$ cat config.mk
export PLATFORM = sky130hd
export DESIGN_NAME = ula_multiciclo_flat
export DESIGN_NICKNAME = d
export VERILOG_FILES = /design/src/rtl/ula_multiciclo_if.sv /design/src/rtl/ula_multiciclo.sv /design/src/flat_wrapper.sv
export SDC_FILE = /design/constraint.sdc
export NUM_CORES = 1
export LEC_CHECK = 0
export ABC_CLOCK_PERIOD_IN_PS = 4500
export BUFFER_PORTS_ARGS = -buffer_cell sky130_fd_sc_hd__clkbuf_2
export CAP_MARGIN = 40
export CELL_PAD_IN_SITES_DETAIL_PLACEMENT = 1
export CELL_PAD_IN_SITES_GLOBAL_PLACEMENT = 2
export CORE_MARGIN = 5
export CORE_UTILIZATION = 34
export DETAILED_ROUTE_END_ITERATION = 12
export PLACE_DENSITY_LB_ADDON = 0.25
export SYNTH_ARGS = -nofsm -noshare
export SYNTH_HDL_FRONTEND = slang
export SYNTH_SLANG_ARGS = --single-unit
export TNS_END_PERCENT = 1
$ cat constraint.sdc
create_clock -name clock -period 4.5 [get_ports clock]
set_clock_uncertainty 0.05 [all_clocks]
set_input_delay 0 -clock clock [delete_from_list [all_inputs] [get_ports clock]]
set_output_delay 0 -clock clock [all_outputs]
set_load 0.1 [all_outputs]
$ cat src/rtl/ula_multiciclo_if.sv
// ula_multiciclo_if
// Bundles the ALU's start request, operands and results into one bus.
//   master : control unit side (drives enableULA/regA/regB/opcode, reads results)
//   slave  : ALU side
// Signals:
//   enableULA  start request
//   regA/regB  operands, WIDTH bits
//   opcode     operation select, 4 bits
//   saidaULA   result low half / quotient
//   saidaAlta  product high half / remainder
//   ocupado    division in progress
//   pronto     one-cycle pulse when outputs and flags were updated
//   flagZero, flagCarry, flagOverflow, flagDivZero  status flags
interface ula_multiciclo_if #(
  parameter int WIDTH = 8
) ();
  logic             enableULA;
  logic [WIDTH-1:0] regA;
  logic [WIDTH-1:0] regB;
  logic [3:0]       opcode;
  logic [WIDTH-1:0] saidaULA;
  logic [WIDTH-1:0] saidaAlta;
  logic             ocupado;
  logic             pronto;
  logic             flagZero;
  logic             flagCarry;
  logic             flagOverflow;
  logic             flagDivZero;

  modport master (
    output enableULA, regA, regB, opcode,
    input  saidaULA, saidaAlta, ocupado, pronto,
    input  flagZero, flagCarry, flagOverflow, flagDivZero
  );

  modport slave (
    input  enableULA, regA, regB, opcode,
    output saidaULA, saidaAlta, ocupado, pronto,
    output flagZero, flagCarry, flagOverflow, flagDivZero
  );
endinterface

$ cat src/rtl/ula_multiciclo.sv
// ula_multiciclo
// Multi-cycle ALU: single-cycle logic/arithmetic/multiply and an iterative
// restoring divider (one quotient bit per clock) behind a start/pronto handshake.
// Ports:
//   clock  rising-edge clock
//   reset  synchronous, active-high; aborts a division in progress
//   bus    ula_multiciclo_if.slave (operands, opcode, results, flags, handshake)
module ula_multiciclo #(
  parameter int WIDTH = 8
) (
  input  logic                clock,
  input  logic                reset,
  ula_multiciclo_if.slave     bus
);

  localparam int CNT_W = $clog2(WIDTH + 1);
  localparam logic [CNT_W-1:0] ULTIMO = CNT_W'(WIDTH - 1);

  typedef enum logic [0:0] {OCIOSO, DIVIDINDO} estado_t;

  estado_t            estado_q, estado_d;
  logic [WIDTH-1:0]   saida_q, saida_d;
  logic [WIDTH-1:0]   alta_q, alta_d;
  logic               zero_q, zero_d;
  logic               carry_q, carry_d;
  logic               ovf_q, ovf_d;
  logic               dz_q, dz_d;
  logic               pronto_q, pronto_d;
  logic [CNT_W-1:0]   cnt_q, cnt_d;
  logic [WIDTH-1:0]   quo_q, quo_d;
  logic [WIDTH-1:0]   rem_q, rem_d;
  logic [WIDTH-1:0]   dvs_q, dvs_d;

  // One restoring step: shift {rem,quo} left, trial-subtract the divisor from
  // the widened partial remainder, keep it and set the quotient bit if it fits.
  function automatic logic [2*WIDTH-1:0] passo_div(
    input logic [WIDTH-1:0] rem,
    input logic [WIDTH-1:0] quo,
    input logic [WIDTH-1:0] dvs
  );
    logic [WIDTH:0] parcial;
    logic [WIDTH:0] tentativa;
    parcial   = {rem, quo[WIDTH-1]};
    tentativa = parcial - {1'b0, dvs};
    if (!tentativa[WIDTH]) begin
      return {tentativa[WIDTH-1:0], quo[WIDTH-2:0], 1'b1};
    end
    return {parcial[WIDTH-1:0], quo[WIDTH-2:0], 1'b0};
  endfunction

  logic [WIDTH:0]          soma_ext;
  logic [WIDTH:0]          dif_ext;
  logic [2*WIDTH-1:0]      produto;
  logic signed [WIDTH-1:0] a_s, b_s, soma_s, dif_s;
  logic                    ovf_soma, ovf_dif;
  logic [2*WIDTH-1:0]      passo;

  assign soma_ext = {1'b0, bus.regA} + {1'b0, bus.regB};
  assign dif_ext  = {1'b0, bus.regA} - {1'b0, bus.regB};
  assign produto  = {{WIDTH{1'b0}}, bus.regA} * {{WIDTH{1'b0}}, bus.regB};
  assign a_s      = signed'(bus.regA);
  assign b_s      = signed'(bus.regB);
  assign soma_s   = signed'(soma_ext[WIDTH-1:0]);
  assign dif_s    = signed'(dif_ext[WIDTH-1:0]);
  // Same-sign operands giving an opposite-sign sum; for sub, differing signs
  // giving a result whose sign differs from A.
  assign ovf_soma = (a_s[WIDTH-1] == b_s[WIDTH-1]) && (soma_s[WIDTH-1] != a_s[WIDTH-1]);
  assign ovf_dif  = (a_s[WIDTH-1] != b_s[WIDTH-1]) && (dif_s[WIDTH-1] != a_s[WIDTH-1]);
  assign passo    = passo_div(rem_q, quo_q, dvs_q);

  always_comb begin
    logic             upd;
    logic [WIDTH-1:0] nv_lo, nv_hi;
    logic             nv_c, nv_v, nv_dz;

    estado_d = estado_q;
    saida_d  = saida_q;
    alta_d   = alta_q;
    zero_d   = zero_q;
    carry_d  = carry_q;
    ovf_d    = ovf_q;
    dz_d     = dz_q;
    pronto_d = 1'b0;
    cnt_d    = cnt_q;
    quo_d    = quo_q;
    rem_d    = rem_q;
    dvs_d    = dvs_q;
    upd      = 1'b0;
    nv_lo    = '0;
    nv_hi    = '0;
    nv_c     = 1'b0;
    nv_v     = 1'b0;
    nv_dz    = 1'b0;

    case (estado_q)
      OCIOSO: begin
        if (bus.enableULA) begin
          pronto_d = 1'b1;
          upd      = 1'b1;
          case (bus.opcode)
            4'b0000: nv_lo = '0;
            4'b0001: begin
              nv_lo = soma_ext[WIDTH-1:0];
              nv_c  = soma_ext[WIDTH];
              nv_v  = ovf_soma;
            end
            4'b0010: begin
              nv_lo = dif_ext[WIDTH-1:0];
              nv_c  = dif_ext[WIDTH];
              nv_v  = ovf_dif;
            end
            4'b0011: begin
              nv_lo = produto[WIDTH-1:0];
              nv_hi = produto[2*WIDTH-1:WIDTH];
              nv_c  = |produto[2*WIDTH-1:WIDTH];
            end
            4'b0100: begin
              if (bus.regB == '0) begin
                nv_lo = '1;
                nv_hi = bus.regA;
                nv_dz = 1'b1;
              end else begin
                // Divider start: no result or pronto until the last step.
                upd      = 1'b0;
                pronto_d = 1'b0;
                estado_d = DIVIDINDO;
                rem_d    = '0;
                quo_d    = bus.regA;
                dvs_d    = bus.regB;
                cnt_d    = '0;
              end
            end
            4'b0101: nv_lo = bus.regA & bus.regB;
            4'b0110: nv_lo = bus.regA | bus.regB;
            4'b0111: nv_lo = ~bus.regA;
            4'b1000: nv_lo = bus.regA ^ bus.regB;
            4'b1001: nv_lo = ~(bus.regA ^ bus.regB);
            4'b1010: nv_lo = bus.regA;
            4'b1011: nv_lo = bus.regB;
            default: upd   = 1'b0;  // NOP: hold everything, still pulse pronto
          endcase
        end
      end

      DIVIDINDO: begin
        {rem_d, quo_d} = passo;
        cnt_d          = cnt_q + 1'b1;
        if (cnt_q == ULTIMO) begin
          estado_d = OCIOSO;
          pronto_d = 1'b1;
          upd      = 1'b1;
          nv_lo    = passo[WIDTH-1:0];
          nv_hi    = passo[2*WIDTH-1:WIDTH];
        end
      end

      default: estado_d = OCIOSO;
    endcase

    if (upd) begin
      saida_d = nv_lo;
      alta_d  = nv_hi;
      zero_d  = (nv_lo == '0);
      carry_d = nv_c;
      ovf_d   = nv_v;
      dz_d    = nv_dz;
    end
  end

  always_ff @(posedge clock) begin
    if (reset) begin
      estado_q <= OCIOSO;
      saida_q  <= '0;
      alta_q   <= '0;
      zero_q   <= 1'b0;
      carry_q  <= 1'b0;
      ovf_q    <= 1'b0;
      dz_q     <= 1'b0;
      pronto_q <= 1'b0;
      cnt_q    <= '0;
    end else begin
      estado_q <= estado_d;
      saida_q  <= saida_d;
      alta_q   <= alta_d;
      zero_q   <= zero_d;
      carry_q  <= carry_d;
      ovf_q    <= ovf_d;
      dz_q     <= dz_d;
      pronto_q <= pronto_d;
      cnt_q    <= cnt_d;
    end
  end

  // Divider working registers: only meaningful while DIVIDINDO.
  always_ff @(posedge clock) begin
    quo_q <= quo_d;
    rem_q <= rem_d;
    dvs_q <= dvs_d;
  end

  assign bus.saidaULA     = saida_q;
  assign bus.saidaAlta    = alta_q;
  assign bus.ocupado      = (estado_q == DIVIDINDO);
  assign bus.pronto       = pronto_q;
  assign bus.flagZero     = zero_q;
  assign bus.flagCarry    = carry_q;
  assign bus.flagOverflow = ovf_q;
  assign bus.flagDivZero  = dz_q;

endmodule

$ cat src/flat_wrapper.sv
// flat-port wrapper written by rule: the top's interface ports become plain ports
module ula_multiciclo_flat 
#(
  parameter int WIDTH = 8
)
  (clock, reset, bus_enableULA, bus_regA, bus_regB, bus_opcode, bus_saidaULA, bus_saidaAlta, bus_ocupado, bus_pronto, bus_flagZero, bus_flagCarry, bus_flagOverflow, bus_flagDivZero);
  ula_multiciclo_if #(.WIDTH(WIDTH)) bus_i ();
  input  logic clock;
  input  logic reset;
  input wire logic [$bits(bus_i.enableULA)-1:0] bus_enableULA;
  input wire logic [$bits(bus_i.regA)-1:0] bus_regA;
  input wire logic [$bits(bus_i.regB)-1:0] bus_regB;
  input wire logic [$bits(bus_i.opcode)-1:0] bus_opcode;
  output wire logic [$bits(bus_i.saidaULA)-1:0] bus_saidaULA;
  output wire logic [$bits(bus_i.saidaAlta)-1:0] bus_saidaAlta;
  output wire logic [$bits(bus_i.ocupado)-1:0] bus_ocupado;
  output wire logic [$bits(bus_i.pronto)-1:0] bus_pronto;
  output wire logic [$bits(bus_i.flagZero)-1:0] bus_flagZero;
  output wire logic [$bits(bus_i.flagCarry)-1:0] bus_flagCarry;
  output wire logic [$bits(bus_i.flagOverflow)-1:0] bus_flagOverflow;
  output wire logic [$bits(bus_i.flagDivZero)-1:0] bus_flagDivZero;
  assign bus_i.enableULA = bus_enableULA;
  assign bus_i.regA = bus_regA;
  assign bus_i.regB = bus_regB;
  assign bus_i.opcode = bus_opcode;
  assign bus_saidaULA = bus_i.saidaULA;
  assign bus_saidaAlta = bus_i.saidaAlta;
  assign bus_ocupado = bus_i.ocupado;
  assign bus_pronto = bus_i.pronto;
  assign bus_flagZero = bus_i.flagZero;
  assign bus_flagCarry = bus_i.flagCarry;
  assign bus_flagOverflow = bus_i.flagOverflow;
  assign bus_flagDivZero = bus_i.flagDivZero;
  ula_multiciclo #(.WIDTH(WIDTH)) u_core (.clock(clock), .reset(reset), .bus(bus_i));
endmodule
==> out/summary.txt <==
endpoints failing hold - 0
setup bufs post-CTS - 0
Buffers on Ports - 44
Least-Margin Pin Slew - 0.776 ns
post-layout util - 40.5%
latest clock arrival within the worst-skew pair - 0.29 ns
crit path DAT - 4.50 ns
cell count after synthesis - 741
mux cell area share after synthesis - 3.29%
YS warnings - 0
leakage power - 0.00337 µW
Netlist Area Pre-Place - 0.00620 mm²
Max Cap Viol - 0
CTS Sinks - 50
Die ar. - 0.0210 mm²
Max Clk Rate - 229 MHz
Post-Synth Adder-Cell Area - 26.5%
R2R depth - 12
dpl ws - -0.356 ns
Hold Path Class - in2reg
asr flop ratio synth - 0%
CP Data Required Time - 4.64 ns
Cell Rows - 49
clock root cell - clkbuf_16
Simple-Gate Fraction of Synth Area - 19.3%
Die X - 145 µm
worst hold path cell count - 2
WS Path Type - in2reg
reg2reg setup slack - 1.19 ns
Post-synth EDFFs - 24
Remaining Overflow, GRT - 0
first-pass GRT wire length - 36.1 mm
ANT nets after route - 0
maximum VDD drop - 0.378 mV
Via density - 5.49
worst setup margin - 0.137 ns
Post-synth top flop - dfxtp_1
DP HPWL - 19.0 mm
cell area power density - 316 mW/mm²
GPL Wtd Cong - 0.948
initial antenna violation count - 0
RSZ-0062 raised after global routing - true
Reg clk slew, reported paths - 0.07 ns
number of global-route vias before repair - 6258
CP Launch Type - input pin
setup violators final - 0
outcome - completed
FILL cells - 2163
CP Max Fanout - 4
setup_tns - 0 ns
final worst-path cycle share - 97.0%
core area - 0.0180 mm²
Mapped Avg Cell Area - 8.36 µm²
Residual DRC - 0
Syn Nets - 872
Clock Tree Buf Depth - 2
layout cell share with drive strength beyond 1 - 18.2%
via count - 5832
largest family of logic cells by synthesized area - adder cells
final worst path period need - 4.36 ns
CTS Buf Count - 5
Final Max Tran Viols - 0
total track usage - 21.4%
DRT Pass-1 Iters - 5
n_diodes - 0
Seq/Total Area, Yosys - 20.0%
largest net degree at the start of global routing - 39
synth unique cells - 75
XOR/XNOR Fraction of Synth Area - 3.98%
Area Overhead vs Synth - 17.4%
CTS tree - done
Starting Density - 34.5%
I/O pin cnt - 45
final wirelength - 22.9 mm
Slew HR - 48.3%
post-synthesis compound-gate area fraction - 19.3%
number of synthesized register bits - 50
Die Y - 145 µm
nets - 963
H-tree depth - 2
WL/cell - 21.6 µm
Critical Path End Type - flip-flop
1st-iter DRT viols - 324
-- cells in the final DEF (no fill, tap or decap), types with 4 or more instances in the layout --
master / count
a211oi_1: 9
a21o_1: 9
a21oi_1: 47
a221oi_1: 4
a22o_1: 7
a22oi_1: 9
a31oi_1: 8
and2_1: 6
and3_1: 12
buf_4: 67
clkbuf_16: 5
clkbuf_2: 44
clkinv_1: 5
dfxtp_1: 26
edfxtp_1: 24
fa_1: 39
ha_1: 67
inv_1: 78
mux2i_1: 17
nand2_1: 56
nand2b_1: 6
nand3_1: 18
nand3b_1: 6
nor2_1: 82
nor2_2: 5
nor2b_1: 14
nor3_1: 15
nor4_1: 4
o211ai_1: 7
o21a_1: 4
o21ai_0: 27
o22ai_1: 4
or3_1: 5
xnor2_1: 12
xor2_1: 13
-- critical path, stage by stage --
cell	delay [ns]
clkbuf_2	0.10
inv_1	0.16
nor2_2	0.07
fa_1	0.50
fa_1	0.54
fa_1	0.56
inv_1	0.06
fa_1	0.53
inv_1	0.05
ha_1	0.31
and3_1	0.22
a221oi_4	0.31
o21ai_2	0.12
buf_4	0.15
xor2_1	0.15
nor4b_1	0.33
a31oi_1	0.12
o211a_1	0.22
-- layer usage --
layer,track usage (%),up-vias,part of all wire [%],wire (µm)
li1,-,2775,-,-
met1,27.6,2920,43,9850
met2,39.0,110,51,11800
met3,1.84,27,3.5,799
met4,4.47,0,2.0,459
met5,0,-,0,0
-- path summary, 6_finish.rpt --
check	startpoint	end
max	bus_regB[3]	u_core.bus.flagCarry
min	bus_regB[0]	u_core.dvs_q[0]
max reg2reg	u_core.quo_q[7]	u_core.bus.saidaAlta[2]
min reg2reg	u_core.bus.saidaAlta[2]	u_core.bus.saidaAlta[2]
-- report_power, final --
| group | switching [µW] | total (µW) | internal, µW |
|---|---|---|---|
| combinational | 841 | 1430 | 588 |
| sequential | 6.54 | 495 | 489 |
| clock | 167 | 375 | 208 |
-- Yosys cell counts, types with 12 or more instances --
master | instances | area (µm²)
nor2_1 | 86 | 323
inv_1 | 79 | 297
ha_1 | 69 | 863
nand2_1 | 56 | 210
a21oi_1 | 48 | 240
fa_1 | 39 | 781
o21ai_0 | 28 | 140
dfxtp_1 | 26 | 521
edfxtp_1 | 24 | 721
nand3_1 | 18 | 90.1
mux2i_1 | 17 | 170
nor3_1 | 15 | 75.1
nor2b_1 | 14 | 87.6
clkbuf_1 | 13 | 48.8
xor2_1 | 13 | 114
and3_1 | 12 | 75.1
buf_2 | 12 | 60.1
xnor2_1 | 12 | 105
-- logic make-up after synthesis --
logic type                 Yosys count
adders and majority gates          108
DFF                                 50
muxes                               20
xor gates and xnor gates            26
buffers and inverters              117
AOI/OAI and AO/OA                  175
and+or+nand+nor                    245
-- timing repair --
action,CTS,global route
endpoints found under the setup margin,1,6
pin swaps,0,7
hold buffers,2,0
endpoints found under the hold margin,2,0
gates resized for setup,1,13
-- through the flow --
| step | hold WS [ns] | total power (µW) | area, µm² | std cells |
|---|---|---|---|---|
| floorplan | 0.0221 | 1360 | 6200 | 741 |
| global placement | 0.250 | 1860 | 7060 | 1050 |
| detailed placement | 0.246 | 1910 | 7070 | 1052 |
| CTS | 0.0472 | 2290 | 7230 | 1062 |
| global route | 0.0673 | 2480 | 7280 | 1062 |
| finish | 0.0537 | 2300 | 7280 | 1062 |
-- state kept, by name, indices dropped and copies added, names as in the netlist, 4 cells and up --
signal,count
u_core.bus.saidaAlta,8
u_core.bus.saidaULA,8
u_core.cnt_q,4
u_core.dvs_q,8
u_core.quo_q,8
u_core.rem_q,8
-- area by class of cell --
type	count	area, µm²	share of cell area, %
clock inverter	2	13.8	0.189
timing repair buffer	115	753	10.4
inverter	86	330	4.54
tap	229	287	3.94
multi-input combinational	574	4520	62.1
sequential	50	1240	17.1
clock buffer	6	129	1.77
Power figures use the tool's default switching activity.
